### config.mk
export PLATFORM = sky130hd
export DESIGN_NAME = upower_mc_ctrl
export DESIGN_NICKNAME = d
export VERILOG_FILES = /design/src/rtl/upower_mc_ctrl.sv
export SDC_FILE = /design/constraint.sdc
export NUM_CORES = 1
export LEC_CHECK = 0
export CAP_MARGIN = 10
export CORE_UTILIZATION = 39
export DETAILED_ROUTE_END_ITERATION = 10
export GPL_ROUTABILITY_DRIVEN = 0
export GPL_TIMING_DRIVEN = 0
export PLACE_DENSITY = 0.68
export SKIP_CTS_REPAIR_TIMING = 1
export SLEW_MARGIN = 20
export SYNTH_ARGS = -nofsm -noshare
export SYNTH_HDL_FRONTEND = slang
export SYNTH_SLANG_ARGS = --single-unit
### constraint.sdc
create_clock -name clk -period 1.7 [get_ports clk]
set_input_delay 0.34 -clock clk [delete_from_list [all_inputs] [get_ports clk]]
set_output_delay 0.34 -clock clk [all_outputs]
set_load 0.05 [all_outputs]
### src/rtl/upower_mc_ctrl.sv
// Multi-cycle sequencer for the uPower core: FETCH/DECODE/EXEC/MEM/WB control strobes.
// Optional single-step gating of instruction accept when UPOWER_CTRL_STEP_EN is defined.
module upower_mc_ctrl #(
    parameter int unsigned CNT_W       = 32,
    parameter int unsigned MEM_TIMEOUT = 15
) (
    input  logic             clk,
    input  logic             rst_n,
`ifdef UPOWER_CTRL_STEP_EN
    input  logic             step,
`endif
    input  logic             instr_valid,
    input  logic [31:0]      instr,
    output logic             instr_ready,
    output logic [31:0]      ir,
    output logic             alu_en,
    input  logic             alu_branch,
    output logic             mem_req,
    output logic             mem_we,
    input  logic             mem_ack,
    output logic             reg_we,
    output logic             wb_sel,
    output logic             pc_we,
    output logic [1:0]       pc_sel,
    output logic             illegal,
    output logic             bus_err,
    output logic             busy,
    output logic [CNT_W-1:0] retired
);

    localparam int unsigned TW = (MEM_TIMEOUT > 1) ? $clog2(MEM_TIMEOUT) : 1;
    localparam logic [TW-1:0] TO_LAST = TW'(MEM_TIMEOUT - 1);

    typedef enum logic [2:0] {StIdle, StFetch, StDecode, StExec, StMem, StWb} state_e;
    typedef enum logic [2:0] {ClsAlu, ClsLoad, ClsStore, ClsBrc, ClsBru, ClsIll} cls_e;

    state_e            state_q, state_d;
    cls_e              cls_q, dec_cls;
    logic [31:0]       ir_q;
    logic              br_q;
    logic              err_q;
    logic [TW-1:0]     tcnt_q;
    logic [CNT_W-1:0]  retired_q;
    logic              fetch_ok;
    logic              accept;

`ifdef UPOWER_CTRL_STEP_EN
    logic step_q;
    logic step_pend_q;

    // A step edge seen in the accept cycle belongs to the next instruction, so set wins.
    always_ff @(posedge clk or negedge rst_n) begin
        if (!rst_n) begin
            step_q      <= 1'b0;
            step_pend_q <= 1'b0;
        end else begin
            step_q <= step;
            if (step && !step_q) begin
                step_pend_q <= 1'b1;
            end else if (accept) begin
                step_pend_q <= 1'b0;
            end
        end
    end

    assign fetch_ok = (state_q == StFetch) && step_pend_q;
`else
    assign fetch_ok = (state_q == StFetch);
`endif

    assign accept = fetch_ok && instr_valid;

    always_comb begin
        dec_cls = ClsIll;
        case (ir_q[31:26])
            6'd31, 6'd14, 6'd15, 6'd28, 6'd24, 6'd26: dec_cls = ClsAlu;
            6'd32, 6'd34, 6'd40, 6'd42, 6'd58:        dec_cls = ClsLoad;
            6'd36, 6'd37, 6'd38, 6'd44, 6'd62:        dec_cls = ClsStore;
            6'd19:                                    dec_cls = ClsBrc;
            6'd18:                                    dec_cls = ClsBru;
            default:                                  dec_cls = ClsIll;
        endcase
    end

    // State register
    always_ff @(posedge clk or negedge rst_n) begin
        if (!rst_n) begin
            state_q <= StIdle;
        end else begin
            state_q <= state_d;
        end
    end

    // Next-state
    always_comb begin
        state_d = state_q;
        case (state_q)
            StIdle:   state_d = StFetch;
            StFetch:  if (accept) state_d = StDecode;
            StDecode: state_d = (dec_cls == ClsIll) ? StWb : StExec;
            StExec:   state_d = (cls_q == ClsLoad || cls_q == ClsStore) ? StMem : StWb;
            StMem:    if (mem_ack || tcnt_q == TO_LAST) state_d = StWb;
            StWb:     state_d = StFetch;
            default:  state_d = StIdle;
        endcase
    end

    always_ff @(posedge clk or negedge rst_n) begin
        if (!rst_n) begin
            ir_q      <= '0;
            cls_q     <= ClsAlu;
            br_q      <= 1'b0;
            err_q     <= 1'b0;
            tcnt_q    <= '0;
            retired_q <= '0;
        end else begin
            if (accept) begin
                ir_q <= instr;
            end
            if (state_q == StDecode) begin
                cls_q <= dec_cls;
                br_q  <= 1'b0;
                err_q <= 1'b0;
            end
            if (state_q == StExec) begin
                br_q   <= alu_branch;
                tcnt_q <= '0;
            end
            // Ack in the final MEM cycle wins over the timeout.
            if (state_q == StMem && !mem_ack) begin
                if (tcnt_q == TO_LAST) begin
                    err_q <= 1'b1;
                end else begin
                    tcnt_q <= tcnt_q + TW'(1);
                end
            end
            if (state_q == StWb && cls_q != ClsIll && !err_q) begin
                retired_q <= retired_q + CNT_W'(1);
            end
        end
    end

    // Outputs decode from registered state and flags only
    always_comb begin
        instr_ready = fetch_ok;
        busy        = (state_q != StIdle) && (state_q != StFetch);
        alu_en      = (state_q == StExec);
        mem_req     = (state_q == StMem);
        mem_we      = (state_q == StMem) && (cls_q == ClsStore);
        reg_we      = 1'b0;
        wb_sel      = 1'b0;
        pc_we       = 1'b0;
        pc_sel      = 2'b00;
        illegal     = 1'b0;
        bus_err     = 1'b0;
        if (state_q == StWb) begin
            pc_we   = 1'b1;
            reg_we  = (cls_q == ClsAlu || cls_q == ClsLoad) && !err_q;
            wb_sel  = (cls_q == ClsLoad);
            illegal = (cls_q == ClsIll);
            bus_err = err_q;
            if (cls_q == ClsBru) begin
                pc_sel = 2'b10;
            end else if (cls_q == ClsBrc && br_q) begin
                pc_sel = 2'b01;
            end
        end
    end

    assign ir      = ir_q;
    assign retired = retired_q;

endmodule

==> impl_results.html <==
<table>
<tr><th>Metric</th><th>Value</th></tr>
<tr><th colspan="2">Yosys</th></tr>
<tr><td>Largest family of logic cells by synthesized area</td><td>simple AND/OR/NAND/NOR gates</td></tr>
<tr><td>Async set-or-reset flop fraction in the synthesized netlist</td><td>between 90% and 100%</td></tr>
<tr><td>Cells after Synth</td><td>between 300 and 400</td></tr>
<tr><td>Post-Synth XOR/XNOR Area</td><td>about 8.0%</td></tr>
<tr><td>Cell area after synthesis</td><td>between 0.003 and 0.004 mm²</td></tr>
<tr><td>Simple-gate area share of the yosys netlist</td><td>around a fifth</td></tr>
<tr><td>Adder-cell share of the synthesized area</td><td>2.429%</td></tr>
<tr><td>Mux share of post-synthesis cell area</td><td>under 10%</td></tr>
<tr><td>Mean instance size in the synthesized netlist</td><td>11.67 µm²</td></tr>
<tr><td>Synthesized netlist net count</td><td>about 350</td></tr>
<tr><td>Most used flip-flop cell after synthesis</td><td>sky130_fd_sc_hd__dfrtp_1</td></tr>
<tr><td>FF+latch count, synth</td><td>76</td></tr>
<tr><td>Number of library cell types mapped by synthesis</td><td>54</td></tr>
<tr><td>Yosys warning count</td><td>0</td></tr>
<tr><td>Compound-Gate Fraction of Synth Area</td><td>approximately 4.9%</td></tr>
<tr><td>Number of synthesized flops with an enable pin</td><td>0</td></tr>
<tr><td>Sequential element share of the synthesized area</td><td>~53%</td></tr>
<tr><th colspan="2">Final layout</th></tr>
<tr><td>Footprint of the flip-flops and latches</td><td>about 0.0019 mm²</td></tr>
<tr><td>Count of nets after finishing</td><td>498</td></tr>
<tr><td>Final-layout fill cell count</td><td>676</td></tr>
<tr><td>Area growth syn-to-layout</td><td>60.93%</td></tr>
<tr><td>Antenna diode count</td><td>0</td></tr>
<tr><td>Fraction of layout cells with a size suffix above 1</td><td>37.25%</td></tr>
<tr><td>Final Instance Count excl. Fillers</td><td>567</td></tr>
<tr><td>Multi-input logic area</td><td>~0.0019 mm²</td></tr>
<tr><th colspan="2">Setup path</th></tr>
<tr><td>Endpoint required time on the critical path</td><td>approximately 1.4 ns</td></tr>
<tr><td>Logic depth of the worst register-to-register path</td><td>9</td></tr>
<tr><td>Capturing instance or port of the critical path</td><td>wb_sel</td></tr>
<tr><td>Critical Path Start</td><td>state_q[1]</td></tr>
<tr><td>Endpoint of the worst-slack reg-to-reg timing path</td><td>ir[7]</td></tr>
<tr><td>Setup slack on the worst flop-to-flop path</td><td>-0.18 ns</td></tr>
<tr><td>Critical R2R Launch</td><td>state_q[1]</td></tr>
<tr><td>Maximum fanout along the worst path</td><td>4</td></tr>
<tr><td>Sort of element at the end of the critical path</td><td>primary output</td></tr>
<tr><td>Arrival time reported for the critical path endpoint</td><td>1.70 ns</td></tr>
<tr><td>WS Path Type</td><td>flip-flop to primary output</td></tr>
<tr><td>Startpoint kind of the worst setup timing path</td><td>flip-flop</td></tr>
<tr><th colspan="2">Timing</th></tr>
<tr><td>Clock period minus worst slack</td><td>about 2 ns</td></tr>
<tr><td>Highest clock rate</td><td>approximately 490 MHz</td></tr>
<tr><td>Crit share post-route</td><td>120.3%</td></tr>
<tr><td>Final setup violation count</td><td>51</td></tr>
<tr><td>Hold violation total from the final report</td><td>0</td></tr>
<tr><td>Smallest setup slack after layout</td><td>-0.3445 ns</td></tr>
<tr><td>Transition time at the pin with the least slew margin</td><td>0.5341 ns</td></tr>
<tr><td>Worst slew margin relative to its limit</td><td>64.34%</td></tr>
<tr><td>Final-report max-slew violation count</td><td>0</td></tr>
<tr><td>Unrepaired setup endpoints after global routing</td><td>true</td></tr>
<tr><td>Post-route clock skew</td><td>about 0.014 ns</td></tr>
<tr><th colspan="2">Clock tree</th></tr>
<tr><td>Number of clock buffers inserted by TritonCTS</td><td>9</td></tr>
<tr><td>Clock transition time at the flip-flop clock pins of the worst setup and hold paths</td><td>0.08 ns</td></tr>
<tr><td>TritonCTS clock tree</td><td>done</td></tr>
<tr><td>Number of levels the H-tree was split into</td><td>3</td></tr>
<tr><td>Clk root buf</td><td>sky130_fd_sc_hd__clkbuf_8</td></tr>
<tr><td>Clock Path Buffers</td><td>2</td></tr>
<tr><td>Skew-Pair Late Insertion Delay</td><td>approximately 0.35 ns</td></tr>
<tr><td>Clock net sink count</td><td>76</td></tr>
<tr><th colspan="2">GRT</th></tr>
<tr><td>Pin count of the biggest net entering global routing</td><td>between 40 and 50</td></tr>
<tr><td>GRT Resource Usage Total</td><td>~18%</td></tr>
<tr><td>Initial antenna violation count</td><td>0</td></tr>
<tr><td>Vias in the first global route</td><td>roughly 2,800</td></tr>
<tr><td>Total global routing overflow</td><td>0</td></tr>
<tr><td>First-pass GRT wire length</td><td>around 13,000 µm</td></tr>
<tr><th colspan="2">Die</th></tr>
<tr><td>Boundary Pins</td><td>about 110</td></tr>
<tr><td>Horizontal die dimension</td><td>98.16 µm</td></tr>
<tr><td>Die area</td><td>just under 0.01 mm²</td></tr>
<tr><td>Height of the die</td><td>slightly below 100 µm</td></tr>
<tr><td>Initial Utilization</td><td>about 40%</td></tr>
<tr><td>Total core area</td><td>about 0.009 mm²</td></tr>
<tr><td>Number of core rows</td><td>34</td></tr>
<tr><th colspan="2">Detailed routing</th></tr>
<tr><td>Number of design rule violations left after detail routing</td><td>9</td></tr>
<tr><td>Antenna-violating nets left</td><td>0</td></tr>
<tr><td>Detailed Route WL</td><td>~8500 µm</td></tr>
<tr><td>WL/cell</td><td>around 15 µm</td></tr>
<tr><td>Vias per std cell</td><td>approximately 5</td></tr>
<tr><td>First-pass iteration count of the detailed router</td><td>7</td></tr>
<tr><td>Starting DRT DRC Count</td><td>60</td></tr>
<tr><td>Total number of vias</td><td>between 2,000 and 3,000</td></tr>
<tr><th colspan="2">Placement</th></tr>
<tr><td>Instance count after placement with tap cells included</td><td>530</td></tr>
<tr><td>Worst setup slack before clock tree synthesis</td><td>-0.7558 ns</td></tr>
<tr><td>Port bufs</td><td>112</td></tr>
<tr><td>Post-detail-place hpwl</td><td>approximately 5800 µm</td></tr>
<tr><th colspan="2">Outcome</th></tr>
<tr><td>Status</td><td>finished, violations left</td></tr>
<tr><td>Violated checks</td><td>DRC, setup timing</td></tr>
<tr><th colspan="2">Flow run</th></tr>
<tr><td>MaxCap Viol Count</td><td>0</td></tr>
<tr><th colspan="2">Power</th></tr>
<tr><td>Overall power of the completed layout</td><td>9.799 mW</td></tr>
<tr><td>P per Cell Area</td><td>roughly 1700 mW/mm²</td></tr>
<tr><td>Reported leakage power</td><td>between 3 and 4 nW</td></tr>
<tr><td>IR Drop Worst-Case VDD</td><td>~1.3 mV</td></tr>
<tr><th colspan="2">Worst hold path</th></tr>
<tr><td>Hold Crit Class</td><td>flip-flop to flip-flop</td></tr>
</table>
[how the worst min path moves through the flow]
stage / from / endpoint / cells after the start
finish: retired[31] / retired[31] / 1
global route: retired[22] / retired[22] / 1
CTS: rst_n / retired[28] / 1
detailed placement: rst_n / retired[9] / 1
global placement: retired[31] / retired[31] / 1
floorplan: rst_n / br_q / 0
[flip-flops by register name (all words and copies together), names as in the netlist]
name     flops
br_q         1
cls_q        3
err_q        1
ir          32
retired     32
state_q      3
tcnt_q       4
[synthesized netlist by cell type (8+ instances only)]
cell / number / area [µm²]
sky130_fd_sc_hd__nor2_1: 18 / 67.56
sky130_fd_sc_hd__xnor2_1: 22 / 192.7
sky130_fd_sc_hd__nand4_1: 10 / 62.56
sky130_fd_sc_hd__mux2_1: 8 / 90.09
sky130_fd_sc_hd__inv_1: 9 / 33.78
sky130_fd_sc_hd__mux2_2: 23 / 259.0
sky130_fd_sc_hd__xor2_1: 9 / 78.83
sky130_fd_sc_hd__nand3_1: 14 / 70.07
sky130_fd_sc_hd__nand2_1: 30 / 112.6
sky130_fd_sc_hd__o21ai_0: 12 / 60.06
sky130_fd_sc_hd__dfrtp_1: 76 / 1902
[layout by cell type, fill, tap and decap left out, types with 7 or more instances in the layout]
cell and count:
sky130_fd_sc_hd__xor2_1 8, sky130_fd_sc_hd__nand4_1 10, sky130_fd_sc_hd__dlymetal6s2s_1 62, sky130_fd_sc_hd__buf_4 21, sky130_fd_sc_hd__xnor2_1 22, sky130_fd_sc_hd__mux2_2 23
sky130_fd_sc_hd__buf_6 16, sky130_fd_sc_hd__clkbuf_8 10, sky130_fd_sc_hd__mux2_1 8, sky130_fd_sc_hd__nand3_1 9, sky130_fd_sc_hd__nand2_2 7, sky130_fd_sc_hd__nor2_1 14
sky130_fd_sc_hd__clkdlybuf4s50_1 35, sky130_fd_sc_hd__nand2_1 21, sky130_fd_sc_hd__dfrtp_2 30, sky130_fd_sc_hd__o21ai_0 12, sky130_fd_sc_hd__dfrtp_1 46
[logic make-up after synthesis]
family,after synthesis
DFF,76
buffers and inverters,19
muxes,32
adders and majority gates,7
xor gates and xnor gates,32
and+or+nand+nor,116
AOI/OAI and AO/OA,27
[metal layers]
metal  up-vias  wire length (µm)  track usage [%]
met1      1386              3555            20.77
met2       100              4010            28.22
met5         -                 0                0
li1       1380                 -                -
met4         0                82            5.396
met3        10               819            8.447
[critical path, stage by stage, from the launching register on]
cell and delay, ns:
sky130_fd_sc_hd__dfrtp_2 0.44, sky130_fd_sc_hd__nand3b_1 0.33, sky130_fd_sc_hd__clkinvlp_4 0.20, sky130_fd_sc_hd__nand2_4 0.07, sky130_fd_sc_hd__nor3_4 0.13, sky130_fd_sc_hd__buf_6 0.18
[per-stage QoR]
| step | setup TNS, ns | hold slack [ns] | instance area [µm²] | util (%) |
|---|---|---|---|---|
| 2_1_floorplan | -1.898 | 0.04441 | 3745 | - |
| 3_3_place_gp | -205.94 | 0.4557 | 5001 | 56.52 |
| 3_5_place_dp | -12.68 | 0.3338 | 5019 | 56.72 |
| 4_1_cts | -27.84 | -0.05941 | 5239 | 59.21 |
| 5_1_grt | -11.31 | 0.5038 | 5803 | 65.58 |
| 6_report | -6.691 | 0.4720 | 5803 | 65.58 |
[area by class of cell]
cell class,instances,area share (%)
Clock buffer,12,2.501
Multi-Input combinational cell,214,32.26
Timing Repair Buffer,136,25.98
Clock inverter,4,1.294
Tap cell,108,2.329
Sequential cell,76,33.42
Inverter,9,0.7762
Buffer,8,1.445
[power by group]
group          leakage (nW)  switching, mW  internal [mW]
Sequential            0.929          0.543           2.39
Combinational          2.22           3.17           2.17
Clock                 0.103          0.660          0.869
Power figures use the tool's default switching activity.
